$ cat src/rtl/display_scan.sv
// display_scan
//
// Time-multiplexes a double-buffered 4-digit hex value onto shared 7-segment
// lines and per-digit anodes. Every rising edge of the clk_display strobe
// advances to the next digit. Before each digit is driven, the anodes are held
// off for BLANK_CYCLES clk cycles so the previous digit does not ghost.
//
// Ports
//   clk          system clock
//   reset        synchronous, active-low
//   clk_display  square-wave strobe from the divider, synchronous to clk
//   value[15:0]  four hex digits; digit 0 is value[3:0] (rightmost)
//   load         single-cycle request to capture value into staging
//   blank_lz     leading-zero blanking enable (used live while driving)
//   seg[6:0]     segment lines {g,f,e,d,c,b,a}, polarity set by SEG_ACTIVE_LOW
//   an[3:0]      digit enables, an[i] = digit i, polarity set by AN_ACTIVE_LOW
//   frame_done   one-cycle pulse on the step where the index wraps 3 -> 0
//   state_dbg    current FSM state (0 IDLE, 1 BLANK, 2 DRIVE)
//
// Handshake: there is no valid/ready pair. A step is the single clk cycle in
// which clk_display=1 and its registered copy is 0. load is sampled on every
// clk edge with no back-pressure; the last load before a wrap wins.
module display_scan #(
    parameter int BLANK_CYCLES   = 27,
    parameter bit SEG_ACTIVE_LOW = 1'b1,
    parameter bit AN_ACTIVE_LOW  = 1'b1
) (
    input  logic        clk,
    input  logic        reset,
    input  logic        clk_display,
    input  logic [15:0] value,
    input  logic        load,
    input  logic        blank_lz,
    output logic [6:0]  seg,
    output logic [3:0]  an,
    output logic        frame_done,
    output logic [1:0]  state_dbg
);

    typedef enum logic [1:0] {
        IDLE  = 2'd0,
        BLANK = 2'd1,
        DRIVE = 2'd2
    } state_t;

    localparam logic [6:0] SEG_OFF    = SEG_ACTIVE_LOW ? 7'h7F : 7'h00;
    localparam logic [3:0] AN_OFF     = AN_ACTIVE_LOW  ? 4'hF  : 4'h0;
    localparam logic [9:0] BLANK_LAST = 10'(BLANK_CYCLES - 1);

    state_t      state;
    logic        prev;
    logic [1:0]  index;
    logic [9:0]  blank_cnt;
    logic [15:0] staging;
    logic [15:0] shadow;

    logic        step;
    logic [3:0]  digit;
    logic        lz;
    logic [6:0]  seg_hi;
    logic [3:0]  an_hi;
    logic [6:0]  seg_drive;
    logic [3:0]  an_drive;

    function automatic logic [6:0] decode(input logic [3:0] d);
        logic [6:0] s;
        case (d)
            4'h0: s = 7'h3F;
            4'h1: s = 7'h06;
            4'h2: s = 7'h5B;
            4'h3: s = 7'h4F;
            4'h4: s = 7'h66;
            4'h5: s = 7'h6D;
            4'h6: s = 7'h7D;
            4'h7: s = 7'h07;
            4'h8: s = 7'h7F;
            4'h9: s = 7'h6F;
            4'hA: s = 7'h77;
            4'hB: s = 7'h7C;
            4'hC: s = 7'h39;
            4'hD: s = 7'h5E;
            4'hE: s = 7'h79;
            default: s = 7'h71;
        endcase
        return s;
    endfunction

    assign step      = clk_display & ~prev;
    assign state_dbg = state;

    // Active-high pattern for the digit currently selected by index.
    always_comb begin
        digit = 4'h0;
        lz    = 1'b0;
        case (index)
            2'd0: begin digit = shadow[3:0];   lz = 1'b0;                   end
            2'd1: begin digit = shadow[7:4];   lz = (shadow[15:4]  == 12'h0); end
            2'd2: begin digit = shadow[11:8];  lz = (shadow[15:8]  == 8'h0);  end
            default: begin digit = shadow[15:12]; lz = (shadow[15:12] == 4'h0); end
        endcase
        seg_hi    = (blank_lz && lz) ? 7'h00 : decode(digit);
        an_hi     = 4'b0001 << index;
        seg_drive = SEG_ACTIVE_LOW ? ~seg_hi : seg_hi;
        an_drive  = AN_ACTIVE_LOW  ? ~an_hi  : an_hi;
    end

    always_ff @(posedge clk) begin
        if (!reset) begin
            state      <= IDLE;
            prev       <= 1'b0;
            index      <= 2'd0;
            blank_cnt  <= 10'd0;
            staging    <= 16'h0;
            shadow     <= 16'h0;
            frame_done <= 1'b0;
            seg        <= SEG_OFF;
            an         <= AN_OFF;
        end else begin
            prev       <= clk_display;
            frame_done <= 1'b0;
            if (load) staging <= value;

            case (state)
                IDLE: begin
                    seg <= SEG_OFF;
                    an  <= AN_OFF;
                    if (step) begin
                        state     <= BLANK;
                        blank_cnt <= 10'd0;
                    end
                end
                BLANK, DRIVE: begin
                    if (step) begin
                        state     <= BLANK;
                        index     <= index + 2'd1;
                        blank_cnt <= 10'd0;
                        seg       <= SEG_OFF;
                        an        <= AN_OFF;
                        if (index == 2'd3) begin
                            // Frame boundary: a load on this very step bypasses staging.
                            frame_done <= 1'b1;
                            shadow     <= load ? value : staging;
                        end
                    end else if (state == BLANK) begin
                        if (blank_cnt == BLANK_LAST) begin
                            state <= DRIVE;
                            seg   <= seg_drive;
                            an    <= an_drive;
                        end else begin
                            blank_cnt <= blank_cnt + 10'd1;
                            seg       <= SEG_OFF;
                            an        <= AN_OFF;
                        end
                    end else begin
                        // Refresh every cycle so blank_lz takes effect while lit.
                        seg <= seg_drive;
                        an  <= an_drive;
                    end
                end
                default: begin
                    state <= IDLE;
                    seg   <= SEG_OFF;
                    an    <= AN_OFF;
                end
            endcase
        end
    end

endmodule
$ cat config.mk
export PLATFORM = sky130hd
export DESIGN_NAME = display_scan
export DESIGN_NICKNAME = d
export VERILOG_FILES = /design/src/rtl/display_scan.sv
export SDC_FILE = /design/constraint.sdc
export NUM_CORES = 1
export LEC_CHECK = 0
export CAP_MARGIN = 20
export CORE_AREA = 2 2 71 73
export DETAILED_ROUTE_END_ITERATION = 10
export DIE_AREA = 0 0 73 75
export PLACE_DENSITY = 0.82
export SYNTH_ARGS = -nofsm -noshare
export SYNTH_HDL_FRONTEND = slang
export SYNTH_SLANG_ARGS = --single-unit
$ cat constraint.sdc
create_clock -name clk -period 5.23 [get_ports clk]
set_input_delay 1.046 -clock clk [delete_from_list [all_inputs] [get_ports clk]]
set_output_delay 1.046 -clock clk [all_outputs]
set_load 0.01 [all_outputs]
==> run summary <==
The run finished with clean final reports. The count of non-filler cells in the finished layout is 365, and the overall overflow remaining after global route is 0. For the number of levels the H-tree was split into, the log shows 3.

The run gives 8540 um as the first-pass GRT wire length. The top cell type's share of synthesized area was 0.443; the highest ir drop seen on vdd was 0.188 mV. The number of buffers inserted during clock tree synthesis is 9, and the leakage power total is 1.19 nW. The half-perimeter wire length after placement is 3490 um, and the final number of setup-violating endpoints is 0.

The power density of the placed cells is 290 nW/um2, and the adder-cell area share of the yosys netlist is 0.0705. The later pin in the worst-skew pair is clocked with a latency of 0.34 ns. Reported max-cap violation count: 0.

The total setup buffers inserted after CTS came out at 0. Setup total negative slack on the finished layout was measured at 0 ns. Clock-pin slew was measured on the worst setup and hold paths at 0.06 ns. In the post-synthesis netlist, the biggest area contributors are sky130_fd_sc_hd__dfxtp_1, sky130_fd_sc_hd__mux2i_1, sky130_fd_sc_hd__ha_1.

Once placement completed, the tool counted placed cells totaling 351. Pin placement for this block handled 35 I/O pins. The number of buffers added on ports was 34.

The number of gates resized after CTS was 0. The count of routing violations after the opening detailed-route iteration came out at 109. The clock drives 59 sinks. The net count after synthesis was 312. The cell area that synthesis handed to floorplanning was 2660 um2. The floorplan step defined a die boundary enclosing 5480 um2. Relative to the synthesized area, the layout overhead comes to 19.8%. The post-synthesis share of cell area spent on xor and xnor gates was 0.0164; the global placement routability congestion was 0.803. The cell count after synthesis came out at 276. The signal on the critical path passes through clkdlybuf4s50_1 -> nor2b_2 -> and3_1 -> nor2_1 -> a211oi_1. After detailed routing, the number of remaining DRC violations is 0.

Origin of the critical flop-to-flop path: index[0]$_SDFFE_PN0P_. The leading register cell type out of synthesis was sky130_fd_sc_hd__dfxtp_1. Total via count in the routed design: 2048. The share of synthesized registers carrying an async set or reset is 0.

The number of max-slew violations in the final report was 0; the via count of the first global-routing pass was 1907. STA classifies the critical path startpoint as an input pin. The period utilization works out to 0.557. Setup slack on the worst reg-to-reg path comes out at 2.81 ns. In the routed layout, each cell is associated on average with a via count of 5.61. STA puts the critical path data required time at 5.49 ns. The first detailed-routing pass ran for 4 iterations.

The detail route stage leaves a number of antenna-violating nets equal to 0. Combinational family with the most area after synthesis: simple AND/OR/NAND/NOR gates. The overall die height was 75 um; the share of final-layout standard cells stronger than drive strength 1 was 0.0997. During synthesis, Yosys emitted a total of 0 warnings.

TritonCTS built the clock tree. The initialized floorplan defines 25 standard-cell rows. Summed over all instances, the cell type with the most area after synthesis is sky130_fd_sc_hd__dfxtp_1.

Sequential fraction of the synthesis area: 0.443. The largest net degree at the start of global routing came out at 38. Counting flops and latches in the post-synthesis netlist gives 59. The minimum clock period after layout is 2.91 ns. The area fraction in and, or, nand and nor cells after synthesis was 0.164. The largest buffer count on any clock path was 2; the slew at the pin closest to its max-slew limit was 1.01 ns. The headroom to the max-slew limit is 0.327.

The final net count is 344, and the count of flip-flops with a built-in enable after synthesis is 0. The logs give 0 for the final count of hold timing violations and 0 for the initial antenna violation count. The multiplexer share of the synthesized area was 0.0996; the combined global-route utilization of all metal layers was 0.205. Count of hold buffers inserted by post-cts repair: 0.

For the effective utilization at floorplan, the log shows 0.572. The data arrival at the endpoint of the critical path is 3.17 ns. The region available for standard cell placement spans 4660 um2. The maximum single-stage delay on the critical path works out to 0.90 ns. The fraction of the mapped netlist area in compound gates is 0.163.

The overall routed net length is 5120 um. The setup path with the least slack is of type in2reg. The critical path's slowest cell is sky130_fd_sc_hd__and3_1. In this run the clock root is driven by a sky130_fd_sc_hd__clkbuf_8. Between clock sinks in the finished design, the worst skew comes to 0.0103 ns. From left edge to right edge, the die measures 73 um.

Setup repair after global routing left no endpoint under its margin. The number of diodes added for antenna fixing is 0, and the peak fanout along the critical path is 33. The tools report the launch point of the worst path as clk_display.

Dividing the synthesized area by the synthesized cell count gives 9.65 um2. After detailed routing, the average wire length per cell comes to 14.0 um. Hold path startpoint: staging[3]$_SDFF_PN0_. Static timing analysis puts the maximum clock frequency at 0.343 GHz.

STA classifies the critical path endpoint as a register. The worst hold path belongs to the class reg2reg. The netlist uses 48 different library cells.
## state kept, by name (all words and copies together) (netlist names)
name	count
an	4
blank_cnt	10
frame_done	1
index	2
prev	1
seg	7
shadow	16
staging	16
state_dbg	2
## power breakdown
group	internal (mW)	switching, mW	leakage (nW)
Sequential	0.460	0.00379	0.480
Combinational	0.0331	0.0335	0.616
Clock	0.226	0.171	0.0950
## final cells by class
| class | instances | area, um2 |
|---|---|---|
| flip-flops and latches | 59 | 1180 |
| fillers | 368 | 1470 |
| clock inverters | 3 | 40.0 |
| well taps | 54 | 67.6 |
| multi-input cells | 190 | 1370 |
| clock buffers | 11 | 141 |
| repair buffers | 34 | 340 |
| inverters | 14 | 52.6 |
## cells in the mapped netlist (5+ instances only)
library cell / instances
sky130_fd_sc_hd__and3_1: 5
sky130_fd_sc_hd__a21oi_1: 8
sky130_fd_sc_hd__a211oi_1: 16
sky130_fd_sc_hd__inv_1: 13
sky130_fd_sc_hd__nand3_1: 5
sky130_fd_sc_hd__o211ai_1: 6
sky130_fd_sc_hd__nor2_1: 42
sky130_fd_sc_hd__dfxtp_1: 59
sky130_fd_sc_hd__nand2_1: 18
sky130_fd_sc_hd__buf_2: 6
sky130_fd_sc_hd__ha_1: 15
sky130_fd_sc_hd__mux2i_1: 22
## metrics by stage
step | power (mW) | utilization | hold slack [ns] | worst slack, ns | instance area, um2
detailed placement | 0.541 | 0.646 | 0.485 | 1.96 | 3010
global route | 0.954 | 0.685 | 0.524 | 2.08 | 3190
floorplan | 0.513 | - | 0.456 | 3.12 | 2660
finish | 0.927 | 0.685 | 0.492 | 2.32 | 3190
CTS | 0.931 | 0.685 | 0.498 | 2.31 | 3190
global placement | 0.539 | 0.646 | 0.478 | 2.04 | 3010
## cell usage in the layout (no fill, tap or decap), types with 2 or more instances in the layout
master	n
sky130_fd_sc_hd__a211oi_1	16
sky130_fd_sc_hd__a21oi_1	8
sky130_fd_sc_hd__a222oi_1	4
sky130_fd_sc_hd__and2_1	2
sky130_fd_sc_hd__and3_1	5
sky130_fd_sc_hd__clkbuf_8	10
sky130_fd_sc_hd__clkdlybuf4s50_1	34
sky130_fd_sc_hd__clkinv_2	2
sky130_fd_sc_hd__dfxtp_1	59
sky130_fd_sc_hd__ha_1	15
sky130_fd_sc_hd__inv_1	13
sky130_fd_sc_hd__mux2_2	4
sky130_fd_sc_hd__mux2i_1	22
sky130_fd_sc_hd__nand2_1	18
sky130_fd_sc_hd__nand2b_1	4
sky130_fd_sc_hd__nand3_1	5
sky130_fd_sc_hd__nand4_1	2
sky130_fd_sc_hd__nor2_1	42
sky130_fd_sc_hd__nor3_1	2
sky130_fd_sc_hd__nor4_1	2
sky130_fd_sc_hd__o211ai_1	6
sky130_fd_sc_hd__o21ai_0	2
sky130_fd_sc_hd__o221ai_2	4
sky130_fd_sc_hd__o22ai_1	2
sky130_fd_sc_hd__or3_1	2
sky130_fd_sc_hd__xor2_1	4
## routing by layer
layer / share of wire / vias up / track usage / wire length [um]
met5: 0 / - / 0 / 0
met4: 0.021 / 0 / 0.0947 / 106
met3: 0.037 / 9 / 0.0562 / 187
met2: 0.47 / 49 / 0.337 / 2430
met1: 0.47 / 950 / 0.252 / 2400
li1: - / 1040 / - / -
## cells by family after synthesis
family,after synthesis
flops,59
simple gates,92
fa+ha+maj,15
buf+inv,27
xor+xnor,5
mux,26
compound gates,52
## final timing paths
kind                            cells past startpoint                     end
worst max-delay path                                5  shadow[3]$_SDFFE_PN0P_
worst min-delay path                                2   staging[3]$_SDFF_PN0_
worst max register to register                      9       seg[3]$_SDFF_PP1_
worst min register to register                      2   staging[3]$_SDFF_PN0_
## worst max-delay path: cells and delay by family
kind | cells | cell delay, ns
simple gates | 3 | 1.40
buf+inv | 1 | 0.48
compound gates | 1 | 0.24
No activity file was read; power rests on OpenSTA's default activity.
==> variant: new RTL, config.mk and constraints unchanged <==
Register the inputs `value`, `load` and `blank_lz` before use, without a reset. The logic sees them one clock later. Comments in the files are not updated.
--- a/src/rtl/display_scan.sv
+++ b/src/rtl/display_scan.sv
@@ -48,2 +48,12 @@
     localparam logic [9:0] BLANK_LAST = 10'(BLANK_CYCLES - 1);
+
+    logic [15:0] value_q;
+    logic load_q;
+    logic blank_lz_q;
+
+    always_ff @(posedge clk) begin
+        value_q    <= value;
+        load_q     <= load;
+        blank_lz_q <= blank_lz;
+    end
 
@@ -100,3 +110,3 @@
         endcase
-        seg_hi    = (blank_lz && lz) ? 7'h00 : decode(digit);
+        seg_hi    = (blank_lz_q && lz) ? 7'h00 : decode(digit);
         an_hi     = 4'b0001 << index;
@@ -120,3 +130,3 @@
             frame_done <= 1'b0;
-            if (load) staging <= value;
+            if (load_q) staging <= value_q;
 
@@ -141,3 +151,3 @@
                             frame_done <= 1'b1;
-                            shadow     <= load ? value : staging;
+                            shadow     <= load_q ? value_q : staging;
                         end
Formal check against the unedited RTL: no difference found for any inputs over 10 cycles, from zero or initial values and one cycle with reset low; that may be too few to reach the edited logic, so the function may still have changed.
==> variant against the original RTL <==
Sequential cell count up 18; first-iteration DRC count down 14%; area after synthesis grew 16%; design area is 15% higher; wire length up 2.9%; clock skew decreased by 0.0027 ns; sequential share of layout area increased by 5.1 points; non-clock buffer count rose by 1; worst setup slack got worse by 0.32 ns; via count up 5.9%; total power grew 22%; critical path depth stayed put.
==> variant: results (changes against the original RTL) <==
Timing
  • Setup Skew: 0.00760 ns (-0.00272 ns)
  • Slew Limit Headroom: 0.325 (-0.00195)

Logic synthesis
  • Top cells by area, synth: dfxtp_1 (50%), mux2i_1 (6.8%), ha_1 (6.1%)
  • Post-synth net total: 331 (+6.1%)
  • Sequential-to-total area share from yosys stat: 0.497 (+0.0536)
  • Netlist cell types: 45 (-6.3%)
  • Most instantiated cells after synthesis: dfxtp_1 (77), nand2_1 (31), mux2i_1 (21)

Global route
  • Tot GR Track Use: 0.211 (+0.00607)
  • Pin count of the biggest net entering global routing: 44 (+16%)
  • GRT met2 Usage: 0.343 (+0.00601)
  • Initial antenna violation count: 0 (unchanged)
  • Number of global-route vias before repair: 2009 (+5.3%)
  • Met1 Use GR: 0.263 (+0.0114)
  • Busiest metal layer after global routing: met2
  • First-pass GRT wire length: 8890 µm (+4.1%)
  • M3 GR Usage: 0.0455 (-0.0107)
  • Gr ovfl total: 0 (unchanged)

Route
  • Met2 WL: 2480 µm (+2.1%)
  • Total wire length: 5270 µm (+2.9%)
  • Wl on met1: 2510 µm (+4.7%)
  • Met3 WL: 160 µm (-14%)
  • 1st-iter DRT viols: 94 (-14%)
  • Initial DRT Pass Iterations: 4 (unchanged)
  • Vias: 2168 (+5.9%)

Final layout
  • Largest regs: shadow x16, staging x16, value_q x16
  • Post-layout net count: 361 (+4.9%)
  • Antenna Cells: 0 (unchanged)
  • Layout cells sized above 1: 0.0879 (-0.0118)

Setup path
  • RR Startpoint: prev$_SDFF_PN0_
  • CP arrival: 3.47 ns (+0.30 ns)
  • Slowest CP cell: and3_1
  • Slowest stage delay, CP: 0.94 ns (+0.04 ns)

Placement
  • # port buffers: 34 (unchanged)
  • Post-DP HPWL: 3680 µm (+5.4%)
  • Placer Congestion: 0.778 (-3.1%)

Clock network
  • Clk slew on worst S/H paths: 0.08 ns (+0.02 ns)
  • Later-pin clock latency in the skew report: 0.34 ns (about the same)
  • Post_cts resized: 0 (unchanged)
  • H-tree level count: 3 (unchanged)

Pwr
  • Peak supply drop: 0.331 mV (+76%)
  • Lkg Pwr: 1.58 nW (+33%)

Hold path
  • Hold path start: blank_cnt[0]$_SDFFE_PN0P_
  • Min-Delay Path Class: reg -> reg

Status
  • Status: completed
variant: changes by cell type after synthesis, moves of 13 or more:
cell / before / now
nor2_1: 42 / 8
dfxtp_1: 59 / 77
nor2b_1: 1 / 19
a211oi_1: 16 / 0
o211a_1: 0 / 16
nand2_1: 18 / 31
variant: cell families after synthesis:
kind of cell	Yosys count	synth area share
compound gates	53	0.148
fa+ha+maj	15	0.0605
flops	77	0.497
simple gates	90	0.158
xor+xnor	6	0.0169
mux	25	0.0823
buf+inv	29	0.0371
variant: final timing paths:
kind,endpoint,slack (ns),cells after the start
worst max-delay path,shadow[10]$_SDFFE_PN0P_,1.99,5
worst min-delay path,blank_cnt[0]$_SDFFE_PN0P_,0.50,2
worst max register to register,shadow[10]$_SDFFE_PN0P_,2.90,4
worst min register to register,blank_cnt[0]$_SDFFE_PN0P_,0.50,2
variant: per-stage QoR:
stage               std cells  area [µm²]  worst slack, ns
floorplan                 295        3100             3.11
global placement          368        3450             1.78
detailed placement        368        3450             1.65
CTS                       384        3660             2.00
global route              384        3660             1.77
finish                    384        3660             1.99
variant: worst reg2reg max path, cell delays in order (launching register included):
cell and delay, ns:
dfxtp_1 0.31, nor2b_1 0.62, and3_1 0.94, nand2_1 0.16
o211a_1 0.18
variant: power by group:
group / switching (mW) / total (mW) / internal, mW
Clock: 0.221 / 0.458 / 0.237
Combinational: 0.0294 / 0.0639 / 0.0345
Sequential: 0.00883 / 0.613 / 0.604
Total: 0.259 / 1.13 / 0.875
variant: area by class of cell:
cell class,count,area [µm²]
clock buffers,10,138
clock inverters,6,72.6
inverters,13,48.8
well taps,54,67.6
multi-input cells,189,1450
repair buffers,35,348
fillers,315,1000
flip-flops and latches,77,1540
